$ cat src/rtl/serial_link_pkg.sv
// Shared definitions for the flop-based serial link (PISO transmitter and
// SIPO receiver).
//   state_t      : transmitter FSM encoding (IDLE=0, SHIFT=1)
//   SDOUT_IDLE   : level driven on sdout whenever no word is on the line
//   SDOUT_N_IDLE : complementary idle level for sdout_n
package serial_link_pkg;

  typedef enum logic {
    IDLE  = 1'b0,
    SHIFT = 1'b1
  } state_t;

  localparam logic SDOUT_IDLE   = 1'b0;
  localparam logic SDOUT_N_IDLE = ~SDOUT_IDLE;

endpackage

$ cat src/rtl/comp_out_reg.sv
// Complementary output register: holds a bit and its inverse in two flops so
// the pair leaves the block glitch-free and is never equal.
// Ports:
//   clk   in  1  clock, posedge
//   reset in  1  synchronous, active-high; q=SDOUT_IDLE, q_n=~SDOUT_IDLE
//   en    in  1  load d into the pair when high
//   d     in  1  next data bit
//   q     out 1  registered data
//   q_n   out 1  registered inverse of q
module comp_out_reg
  import serial_link_pkg::*;
(
  input  logic clk,
  input  logic reset,
  input  logic en,
  input  logic d,
  output logic q,
  output logic q_n
);

  always_ff @(posedge clk) begin
    if (reset) begin
      q   <= SDOUT_IDLE;
      q_n <= SDOUT_N_IDLE;
    end else if (en) begin
      q   <= d;
      q_n <= ~d;
    end
  end

endmodule

$ cat src/rtl/piso_serial_tx.sv
// Parallel-in serial-out transmitter. Takes a WIDTH-bit word over a
// valid/ready load handshake and sends it MSB-first, one bit per shift_en
// tick, on a registered complementary pair.
//
// Handshake: a word transfers on a posedge where load_valid && load_ready;
// load_ready is high only in IDLE and does not depend on load_valid. The
// source keeps load_valid/load_data stable until the transfer happens.
//
// Ports:
//   clk        in  1      clock, posedge
//   reset      in  1      synchronous, active-high; aborts any word in flight
//   load_valid in  1      source offers load_data
//   load_ready out 1      block can accept a word (state == IDLE)
//   load_data  in  WIDTH  parallel word, sampled on accept
//   shift_en   in  1      bit-rate tick, advances one bit while in SHIFT
//   sdout      out 1      serial data, registered
//   sdout_n    out 1      registered complement of sdout
//   frame      out 1      high while a word's bits are on sdout
//   done       out 1      one-cycle pulse after the last bit slot ends
//   dbg_state  out state  current FSM state, for observation only
module piso_serial_tx
  import serial_link_pkg::*;
#(
  parameter int WIDTH = 8
) (
  input  logic             clk,
  input  logic             reset,
  input  logic             load_valid,
  output logic             load_ready,
  input  logic [WIDTH-1:0] load_data,
  input  logic             shift_en,
  output logic             sdout,
  output logic             sdout_n,
  output logic             frame,
  output logic             done,
  output state_t           dbg_state
);

  localparam int CW = $clog2(WIDTH);

  state_t           state_q, state_d;
  logic [WIDTH-1:0] shreg_q, shreg_d;
  logic [CW-1:0]    cnt_q, cnt_d;
  logic             frame_q, frame_d;
  logic             done_q, done_d;
  logic             out_en;
  logic             out_d;

  assign load_ready = (state_q == IDLE);
  assign frame      = frame_q;
  assign done       = done_q;
  assign dbg_state  = state_q;

  always_ff @(posedge clk) begin
    if (reset) begin
      state_q <= IDLE;
      shreg_q <= '0;
      cnt_q   <= '0;
      frame_q <= 1'b0;
      done_q  <= 1'b0;
    end else begin
      state_q <= state_d;
      shreg_q <= shreg_d;
      cnt_q   <= cnt_d;
      frame_q <= frame_d;
      done_q  <= done_d;
    end
  end

  // cnt counts bits still to send after the one currently on sdout, so
  // cnt==0 means the bit on the line is the last one of the word.
  always_comb begin
    state_d = state_q;
    shreg_d = shreg_q;
    cnt_d   = cnt_q;
    frame_d = frame_q;
    done_d  = 1'b0;
    out_en  = 1'b0;
    out_d   = SDOUT_IDLE;
    case (state_q)
      IDLE: begin
        // shift_en is deliberately not looked at here: the accept cycle
        // only presents the MSB.
        if (load_valid) begin
          state_d = SHIFT;
          shreg_d = load_data;
          cnt_d   = CW'(WIDTH - 1);
          frame_d = 1'b1;
          out_en  = 1'b1;
          out_d   = load_data[WIDTH-1];
        end
      end
      SHIFT: begin
        if (shift_en) begin
          out_en = 1'b1;
          if (cnt_q != '0) begin
            // Bit that moves into the MSB position is the next one to send.
            // The fill bit at the LSB never reaches sdout before the word
            // ends, so the old MSB is simply rotated in.
            shreg_d = {shreg_q[WIDTH-2:0], shreg_q[WIDTH-1]};
            cnt_d   = cnt_q - CW'(1);
            out_d   = shreg_q[WIDTH-2];
          end else begin
            state_d = IDLE;
            frame_d = 1'b0;
            done_d  = 1'b1;
            out_d   = SDOUT_IDLE;
          end
        end
      end
      default: state_d = IDLE;
    endcase
  end

  comp_out_reg u_out (
    .clk   (clk),
    .reset (reset),
    .en    (out_en),
    .d     (out_d),
    .q     (sdout),
    .q_n   (sdout_n)
  );

endmodule
$ cat config.mk
export PLATFORM = sky130hd
export DESIGN_NAME = piso_serial_tx
export DESIGN_NICKNAME = d
export VERILOG_FILES = /design/src/rtl/serial_link_pkg.sv /design/src/rtl/comp_out_reg.sv /design/src/rtl/piso_serial_tx.sv
export SDC_FILE = /design/constraint.sdc
export NUM_CORES = 1
export LEC_CHECK = 0
export ABC_AREA = 1
export CAP_MARGIN = 20
export CORE_UTILIZATION = 48
export CTS_CLUSTER_DIAMETER = 150
export DETAILED_ROUTE_END_ITERATION = 8
export PLACE_DENSITY = 0.81
export SYNTH_ARGS = -nofsm -noshare
export SYNTH_HDL_FRONTEND = slang
export SYNTH_HIERARCHICAL = 1
export SYNTH_SLANG_ARGS = --single-unit
export TNS_END_PERCENT = 5
$ cat constraint.sdc
create_clock -name clk -period 1.9 [get_ports clk]
set_clock_uncertainty 0.15 [all_clocks]
set_input_delay 0.475 -clock clk [delete_from_list [all_inputs] [get_ports clk]]
set_output_delay 0.475 -clock clk [all_outputs]
set_load 0.1 [all_outputs]
# Word-level counts from Yosys, hierarchy flattened
# Index checks and enable logic that the tools add are counted.
# word_totals
reg_bits,16
latch_bits,0
ram_bits,0
mem_bits_ro,0
in_bits,12
out_inout_bits,6
elab_cells,42
memories,0
# classes
n_addsub,1
multipliers,0
div,0
n_lt_le_gt_ge,0
n_eq_ne,4
n_shift,0
muxes,23
bitwise,3
n_reduce_logical,4
# ops
operator,count
$mux W8,3
$pmux W8 S2,1
$mux W1,11
$mux W3,3
$pmux W1 S2,4
$ne A2 B2 Y1 const B,3
$pmux W3 S2,1
$reduce_and A3 Y1,2
$not A1 Y1,3
$reduce_bool A3 Y1,1
$reduce_or A3 Y1,1
$sub A3 B1 Y3 const B,1
$ne A2 B1 Y1 const B,1

# Depth between registers and ports, before layout
# Gate-level depths: netlist of the first run.
# logic_depth
word_depth,5
depth_mapped,10
ltp_nobuf,10

# By module
# Netlist of the first run, hierarchy kept.
# modules_own_cells
mod,n_inst,cells_each,area_per_inst_um2,seq_area_each_um2
piso_serial_tx,1,102,742.0,280.3
comp_out_reg,1,9,72.6,40.0

# Least setup slack after synthesis of the first run
# No wires, ideal clock.
# synth_timing
path_kind,reg-to-reg
startpoint,"register state_q, in the netlist dbg_state"
endpoint,register u_out.q_n
setup_time_ns,0.122
arrival_time_ns,2.201
t_required_ns,1.628
slack_ns,-0.574
path_stages_with_launch,7
n_path_buf,1
synth_period_minus_slack_ns,2.474
cell_sequence,dfxtp_1 -> inv_2 -> nand2_2 -> buf_4 -> nand2_1 -> o21ai_0 -> nand2_1
# synth_between
word_cells_on_any_way,4
cone_classes,mux (2); bitwise (2)
# synth_lines
element,line_no,rtl
from (decl),piso_serial_tx.sv:41,"state_t state_q, state_d;"
from (signal assigned),piso_serial_tx.sv:62,state_q <= state_d;
$not A1 Y1 (no line),--,
named net load_ready,piso_serial_tx.sv:29,"output logic load_ready,"
$pmux W1 S2,piso_serial_tx.sv:80,case (state_q)
named net out_en,piso_serial_tx.sv:46,logic out_en;
to (signal assigned),comp_out_reg.sv:27,q_n <= ~d;
to (decl),comp_out_reg.sv:18,output logic q_n
# The timed path passes the listed nets, and every way through them passes these cells.
# A chain may end at the register's enable or synchronous reset.

# Worst setup path after layout of the first run
# layout_timing
startpoint,"register state_q, in the netlist dbg_state"
endpoint,output port load_ready
# layout_between
elab_chain_len,1
# layout_lines
element,line_no
$not A1 Y1 (no line),--
to (decl),piso_serial_tx.sv:29
# Every way passes these cells.

==> results of run 1 <==
cells in the final DEF (no fill, tap or decap), types with 2 or more instances in the layout:
cell type,instances
nand2_1,32
dfxtp_1,15
nand3_1,12
clkdlybuf4s50_1,11
nand2_2,10
inv_1,9
a21oi_2,9
nor2_1,8
buf_12,6
buf_4,6
o21ai_0,3
clkbuf_4,3
nand2_4,2
a21oi_1,2
ha_1,2
layer usage:
metal | track usage, % | routed length, µm | up-vias
met2 | 33.7 | 808 | 29
met5 | 0 | 0 | -
met4 | 12.1 | 26 | 0
met3 | 2.55 | 93 | 4
met1 | 24.7 | 767 | 352
li1 | - | - | 393
flip-flops by register name, indices dropped and copies added, names as in the netlist:
register	cells
cnt_q	3
dbg_state	1
done	1
frame	1
shreg_q	8
u_out/q	1
u_out/q_n	1
final cells by class:
class / instances / area, µm²
Timing Repair Buffer: 23 / 275
Clock buffer: 4 / 36.3
Sequential cell: 16 / 322
Multi-Input combinational cell: 80 / 424
Tap cell: 16 / 20.0
Inverter: 11 / 43.8
Fill cell: 124 / 420
critical path, cell delays in order, from the launching register on:
cell and delay, ps:
dfxtp_2 490, inv_4 120, buf_12 190
stage by stage:
step | hold slack (ps) | instances | instance area (µm²)
after floorplan | 290 | 111 | 818
after global placement | 307 | 146 | 1080
after detailed placement | 316 | 146 | 1080
after CTS | 337 | 150 | 1120
after global routing | 361 | 150 | 1120
final | 339 | 150 | 1120
worst paths after layout:
kind / from / endpoint / slack, ps
max: dbg_state / load_ready / 190
min: cnt_q[1] / cnt_q[1] / 340
min reg2reg: cnt_q[1] / cnt_q[1] / 340
max reg2reg: cnt_q[0] / u_out/q_n / 390
cells by family after synthesis:
group,Yosys count,share of synthesized area (%)
simple gates,64,36.3
flops,16,39.3
buf+inv,15,8.60
compound gates,14,12.7
fa+ha+maj,2,3.07
power by group through the flow:
stage                     combinational (W)  clock (W)  sequential (W)
final                              0.000269   0.000225        0.000383
after global routing               0.000287   0.000247        0.000388
after CTS                          0.000270   0.000225        0.000383
after detailed placement           0.000267          0        0.000391
after global placement             0.000262          0        0.000391
after floorplan                    0.000137          0        0.000427
==> results.toml, run 1 <==
[floorplan]
io_pins = 18
rows = 14
die_area_um2 = 1870
core_area_um2 = 1540
dieWidth_um = 43.2
die_h_um = 43.2
floorplan.initialDensity_pct = 52.8

[power]
p_clk_share_pct = 25.7
p_sw_share_pct = 33.3
p_total_w = 0.000877
combPwrFrac_pct = 30.7
internal_power_w = 0.000585
leakage_nw = 0.509
p_sw_w = 0.000292
powerDensity_nw_per_um2 = 782
ir_drop_mv = 0.590
power_frac_seq_pct = 43.6

[worst_hold_path]
hp-class = "reg2reg"
hold_path_depth = 2

[clock_tree]
cts-root-buf = "clkbuf_4"
cts_tree = "done"
cts.sinks = 16
clock_latency_ps = 290
clock_path_buffers = 2
htreeDepth = 1
cts_resized = 0
numCtsBuffers = 3
postCtsSetupRepairBufs = 0
path_clk_slew_ps = 90
hold_buffers = 0

[critical_path]
cp_max_fo = 10
endpoint_kind = "output port"
worst-endpoint-required_ps = 1270
cp-start-kind = "register"
rr_worst_depth = 10
cp_data_arrival_time_ps = 1080
crit_type = "reg2out"

[finish]
drive_gt1_share_pct = 29.9
area_delta_synth_final_pct = 37.6
fin_util_pct = 72.7
antennaDiodeCount = 0
nets = 149

[global_route]
track_usage_pct = 20.3
grt_max_degree = 11
grt_pass1_wl_um = 2820
grt_pass1_vias = 699
antenna_found_initial = 0
grt-ovfl-total = 0

[timing]
worst_pin_slew_ps = 313
drv_slew = 0
fin_setup_tns_ps = 0
hold_viol_final = 0
max_freq_mhz = 585
setup_viol = 0
period_share_pct = 89.9
worst_slack_ps = 191
slew_headroom_pct = 79.1
min_period_ps = 1710
rsz0062_at_grt = "no"

[placed_design]
place_hpwl_um = 1270
io_buffers = 17
dp_slack_ps = 38.2
place_congestion = 0.812

[logic_synthesis]
synthArstFlopShare_pct = 0
synthTopCellsByArea = "dfxtp_1 39%, nand2_1 15%, a21oi_2 9.7%"
synth_ff_type = "dfxtp_1"
synth_top_cells_by_count = "32 x nand2_1, 16 x dfxtp_1, 12 x nand3_1, 10 x nand2_2"
synth-seq-cells = 16
ys_seq_area_share_pct = 39.3
yosysTopAreaCell = "dfxtp_1"
yosysWarningCount = 6
synth_most_common_cell = "nand2_1"
avgSynthCellArea_um2 = 7.34
syn_inst = 111
netlist_area_um2 = 815
ys_types = 15
synth_edf_count = 0
synth_nets = 125
synth_top_cell_area_share_pct = 39.3

[detailed_routing]
viasPerCell = 5.19
drt_iter0_markers = 16
ant_nets = 0
vias = 778
finalWirelength_um = 1700
drt-pass1-iter-count = 4
drc = 0
avgRoutedWirePerCell_um = 11.3

[run_status]
status = "finished clean"

[job]
maxCapViolCount = 0
Note: power is estimated with default switching activity, not from simulation.
==> inputs of run 2 (changes only) <==
==> constraint.sdc (replaced) <==
create_clock -name clk -period 1.9 [get_ports clk]
set_clock_uncertainty 0.15 [all_clocks]
set_input_delay 0.19 -clock clk [delete_from_list [all_inputs] [get_ports clk]]
set_output_delay 0.19 -clock clk [all_outputs]
set_load 0.1 [all_outputs]
==> run 2 against run 1 <==
Net effect:
- die area is the same
- register-to-register slack lost 70 ps
- clock power is essentially flat
- sequential cell count unchanged
- core utilization down 4.7 points
- clock-buffer cell count unchanged
- worst setup slack better by 130 ps
- critical path depth up 8
==> results.toml, run 2 (synthesized netlist as in run 1, its figures left out) <==
[floorplan]
die_h_um = 43.2
floorplan.initialDensity_pct = 52.8
rows = 14
io_pins = 18
die_area_um2 = 1870
dieWidth_um = 43.2
core_area_um2 = 1540

[clock_tree]
hold_buffers = 0
clock_path_buffers = 2
htreeDepth = 1
cts_tree = "done"
cts.sinks = 16
postCtsSetupRepairBufs = 0
cts-root-buf = "clkbuf_4"
path_clk_slew_ps = 100
cts_resized = 0
clock_latency_ps = 280
numCtsBuffers = 3

[power]
ir_drop_mv = 0.529
power_frac_seq_pct = 44.6
combPwrFrac_pct = 29.2
leakage_nw = 0.480
p_sw_share_pct = 33.5
powerDensity_nw_per_um2 = 813
p_sw_w = 0.000285
p_clk_share_pct = 26.2
internal_power_w = 0.000567

[finish]
largest_register_ffs = 8
antennaDiodeCount = 0
final_cell_mix = "32 x nand2_1, 15 x dfxtp_1, 12 x nand3_1, 11 x clkdlybuf4s50_1, 10 x nand2_2"
area_delta_synth_final_pct = 28.7
regMostFlops = "shreg_q"
final_common_cell = "nand2_1"
nets = 146
reg_top3 = "shreg_q: 8 flops, cnt_q: 3 flops"
drive_gt1_share_pct = 28.2

[critical_path]
worst-endpoint-required_ps = 1930
r2r_slack_ps = 320
cp-start-kind = "register"
r2r_start = "cnt_q[0]"
rr_endpoint = "u_out/q_n"
worstPathCellList = "inv_1 > ha_1 > nand2_1 > nand2_4 > nand2_4 > nand2_1 > inv_1 > nand2_1 > o21ai_0 > nand2_1"
cp_data_arrival_time_ps = 1600
cp_max_fo = 10
cp_slowest_cell = "dfxtp_1"
endpoint_kind = "register"
cpMostUsedCell = "nand2_1"
rr_worst_depth = 10
critPathMaxStageDelay_ps = 350
crit_type = "reg2reg"

[placed_design]
dp_slack_ps = 256
io_buffers = 17
place_congestion = 0.847
place_hpwl_um = 1250

[timing]
rsz0062_at_grt = "no"
hold_viol_final = 0
fin_setup_tns_ps = 0
slew_headroom_pct = 81.6
max_freq_mhz = 634
setup_viol = 0
min_period_ps = 1580
worst_pin_slew_ps = 278
drv_slew = 0
worst_slack_ps = 322
period_share_pct = 83.1
hold_ws_ps = 335

[global_route]
antenna_found_initial = 0
grt_max_degree = 12
grt-ovfl-total = 0
track_usage_pct = 19.8
grt_pass1_wl_um = 2860
grt_pass1_vias = 713

[detailed_routing]
ant_nets = 0
drt_iter0_markers = 6
finalWirelength_um = 1620
avgRoutedWirePerCell_um = 11.0
drc = 0
viasPerCell = 5.21
vias = 766
drt-pass1-iter-count = 4

[worst_hold_path]
hp-class = "reg2reg"
hold_end = "u_out/q"
hold_path_depth = 2
min_from = "u_out/q"

[run_status]
status = "finished clean"

[job]
maxCapViolCount = 0
[run 2: changes by cell type in the layout (fill, tap and decap cells not counted)]
cell,change
buf_4,+1
buf_12,-4
[run 2: power by group through the flow]
stage                     logic (W)  clock network, W  registers [W]
after floorplan            0.000137                 0       0.000427
after global placement     0.000245                 0       0.000387
after detailed placement   0.000249                 0       0.000388
after CTS                  0.000251          0.000224       0.000380
after global routing       0.000272          0.000240       0.000384
final                      0.000249          0.000224       0.000380
[run 2: layout make-up]
cell class	instances	area (µm²)
multi-input combinational	80	424
sequential	16	322
fill	124	493
tap	16	20.0
clock buffer	4	36.3
timing repair buffer	20	203
inverter	11	43.8
[run 2: worst max-delay path by stage]
stage	from	to	slack (ps)	depth (start not counted)
floorplan	dbg_state	u_out/q_n	60	6
global placement	shift_en	u_out/q_n	290	10
detailed placement	shift_en	u_out/q_n	260	10
CTS	cnt_q[0]	u_out/q_n	300	10
global route	cnt_q[0]	u_out/q_n	170	10
finish	cnt_q[0]	u_out/q_n	320	10
[run 2: metrics by stage]
step           util (%)  power (W)  cells  area (µm²)
6_report           68.0   0.000853    147        1050
5_1_grt            68.0   0.000895    147        1050
4_1_cts            68.0   0.000855    147        1050
3_5_place_dp       65.7   0.000637    143        1010
3_3_place_gp       65.7   0.000632    143        1010
2_1_floorplan         -   0.000564    111         818
[run 2: layer usage]
layer / global-route usage [%] / vias up / wire length [µm] / part of all wire [%]
met1: 24.7 / 359 / 747 / 46
met3: 2.55 / 2 / 69 / 4.3
met2: 34.9 / 17 / 798 / 49
met5: 0 / - / 0 / 0
met4: 6.06 / 0 / 5 / 0.31
li1: - / 388 / - / -
[run 2: critical path: cells and delay by family, from the launching register on]
kind                       cells  cell delay, ps
AOI/OAI and AO/OA              1              80
and+or+nand+nor                6             540
DFF                            1             350
buffers and inverters          2             120
adders and majority gates      1             220
==> inputs of run 3 (changes only) <==
--- a/config.mk
+++ b/config.mk
@@ -7,10 +7,10 @@
 export LEC_CHECK = 0
 export ABC_AREA = 1
 export CAP_MARGIN = 20
-export CORE_UTILIZATION = 48
+export CORE_UTILIZATION = 43
 export CTS_CLUSTER_DIAMETER = 150
 export DETAILED_ROUTE_END_ITERATION = 8
-export PLACE_DENSITY = 0.81
+export PLACE_DENSITY = 0.77
 export SYNTH_ARGS = -nofsm -noshare
 export SYNTH_HDL_FRONTEND = slang
 export SYNTH_HIERARCHICAL = 1
==> constraint.sdc (replaced) <==
create_clock -name clk -period 1.3 [get_ports clk]
set_clock_uncertainty 0.15 [all_clocks]
set_input_delay 0.13 -clock clk [delete_from_list [all_inputs] [get_ports clk]]
set_output_delay 0.13 -clock clk [all_outputs]
set_load 0.1 [all_outputs]
==> run 3 against run 2 <==
Net effect:
- the flow now finishes with violations (setup timing)
- wire length increased by 21%
- core utilization increased by 5.5 points
- clock-buffer cell count unchanged
- non-clock buffer count increased by 15
- sequential share of layout area decreased by 5.2 points
- combinational power increased by 94%
- sequential power increased by 48%
- sequential cell count unchanged
- cell area increased by 22%
- die area increased by 11%
- clock power increased by 47%
- global-route usage increased by 1.1 points
- critical path type unchanged
==> results.toml, run 3 (synthesized netlist as in run 1, its figures left out) <==
[clock_tree]
cts.sinks = 16
cts-root-buf = "clkbuf_4"
clock_path_buffers = 2
cts_tree = "done"
path_clk_slew_ps = 90
htreeDepth = 1
numCtsBuffers = 3
clock_latency_ps = 290

[finish]
reg_top3 = "shreg_q: 8 flops, cnt_q: 3 flops"
final_cell_mix = "29 x nand2_1, 17 x buf_4, 13 x dfxtp_1, 11 x nand3_1, 11 x clkdlybuf4s50_1"
fillers = 142
nets = 161
seqCellArea_um2 = 327
final_common_cell = "nand2_1"
instances_no_fill = 171
drive_gt1_share_pct = 43.8
largest_register_ffs = 8
regMostFlops = "shreg_q"
multi_input_area_um2 = 467
area_delta_synth_final_pct = 57.6
finalInstanceArea_um2 = 1280
antennaDiodeCount = 0

[floorplan]
core_area_um2 = 1750
die_area_um2 = 2070
rows = 15
io_pins = 18
floorplan.initialDensity_pct = 46.7
dieWidth_um = 45.5
die_h_um = 45.5

[worst_hold_path]
hold_path_depth = 3
hp-class = "in2reg"
min_from = "reset"

[critical_path]
crit_type = "reg2reg"
cp_max_fo = 3
worstPathCellList = "inv_2 > ha_4 > nand2_4 > nand2_4 > nand2_4 > nand2_2 > inv_2 > nand2_2 > o21ai_1 > nand2_1"
r2r_start = "cnt_q[1]"
critPathMaxStageDelay_ps = 340
worst-endpoint-required_ps = 1340
cp_data_arrival_time_ps = 1370
rr_worst_depth = 10
cp_slowest_cell = "dfxtp_2"
startpoint = "cnt_q[1]"
endpoint_kind = "register"
cp-start-kind = "register"
cpMostUsedCell = "nand2_4"

[power]
p_clk_share_pct = 23.9
power_frac_seq_pct = 40.9
p_sw_share_pct = 33.6
p_sw_w = 0.000464
internal_power_w = 0.000914
combPwrFrac_pct = 35.1
powerDensity_nw_per_um2 = 1070
ir_drop_mv = 0.885
leakage_nw = 0.582

[global_route]
use_met1_pct = 23.9
grt_busiest_layer = "met2"
track_usage_pct = 20.9
grt_max_degree = 11
grt_pass1_wl_um = 2970
antenna_found_initial = 0
grtUsageMet3_pct = 7.14
use_met2_pct = 33.1
grt_pass1_vias = 695
grt-ovfl-total = 0

[timing]
fin_setup_tns_ps = -48.2
min_period_ps = 1330
period_share_pct = 102
rsz0062_at_grt = "yes"
hold_ws_ps = 320
max_freq_mhz = 751
worst_slack_ps = -31.8
hold_viol_final = 0
worst_pin_slew_ps = 240
drv_slew = 0
setup_viol = 2
slew_headroom_pct = 83.9

[placed_design]
placed_cells = 163
place_hpwl_um = 1410
place_congestion = 0.847
io_buffers = 17
place_area_um2 = 1180

[detailed_routing]
drc = 0
finalWirelength_um = 1970
vias = 807
ant_nets = 0
drt-pass1-iter-count = 4
viasPerCell = 4.72
drt_iter0_markers = 20
avgRoutedWirePerCell_um = 11.5

[run_status]
violations = "setup timing"
status = "complete, but fails checks"

[job]
maxCapViolCount = 0
## run 3: power by group through the flow
stage	clock [W]	sequential [W]	combinational, W
after global routing	0.000364	0.000570	0.000517
after floorplan	0	0.000629	0.000207
after detailed placement	0	0.000573	0.000426
final	0.000330	0.000564	0.000484
after CTS	0.000340	0.000564	0.000473
after global placement	0	0.000570	0.000417
## run 3: area by class of cell
class,count,share of cell area (%)
multi-input combinational,80,36.4
clock buffer,4,2.83
sequential,16,25.4
tap,25,2.44
inverter,11,4.19
timing repair buffer,35,28.8
## run 3: worst paths after layout
check | to | slack [ps]
max | u_out/q_n | -30
min | u_out/q_n | 320
max reg2reg | u_out/q_n | -30
min reg2reg | cnt_q[1] | 340
## run 3: stage by stage
step	setup WS [ps]	total power, W	util (%)
after floorplan	-171	0.000836	-
after global placement	-149	0.000987	67.5
after detailed placement	-186	0.000999	67.5
after CTS	-21.7	0.00138	73.1
after global routing	-97.9	0.00145	73.5
final	-31.8	0.00138	73.5
## run 3: worst max-delay path, delay by kind of cell (launching register included)
family,cells,cell delay [ps]
compound gates,1,80
simple gates,6,370
flops,1,340
buf+inv,2,110
fa+ha+maj,1,160
## run 3: repair_timing
item                                   CTS  global route
setup endpoints to repair               14            14
pin swaps                                4             1
setup buffers                            4             0
cloned                                   0             0
endpoints found under the hold margin    0             0
hold buffers                             0             0
resized for setup                       11             6
## run 3: metal layers
layer	share of wire [%]	wire, µm
met1	45	885
met2	47	933
met3	4.7	93
met4	2.6	52
met5	0	0
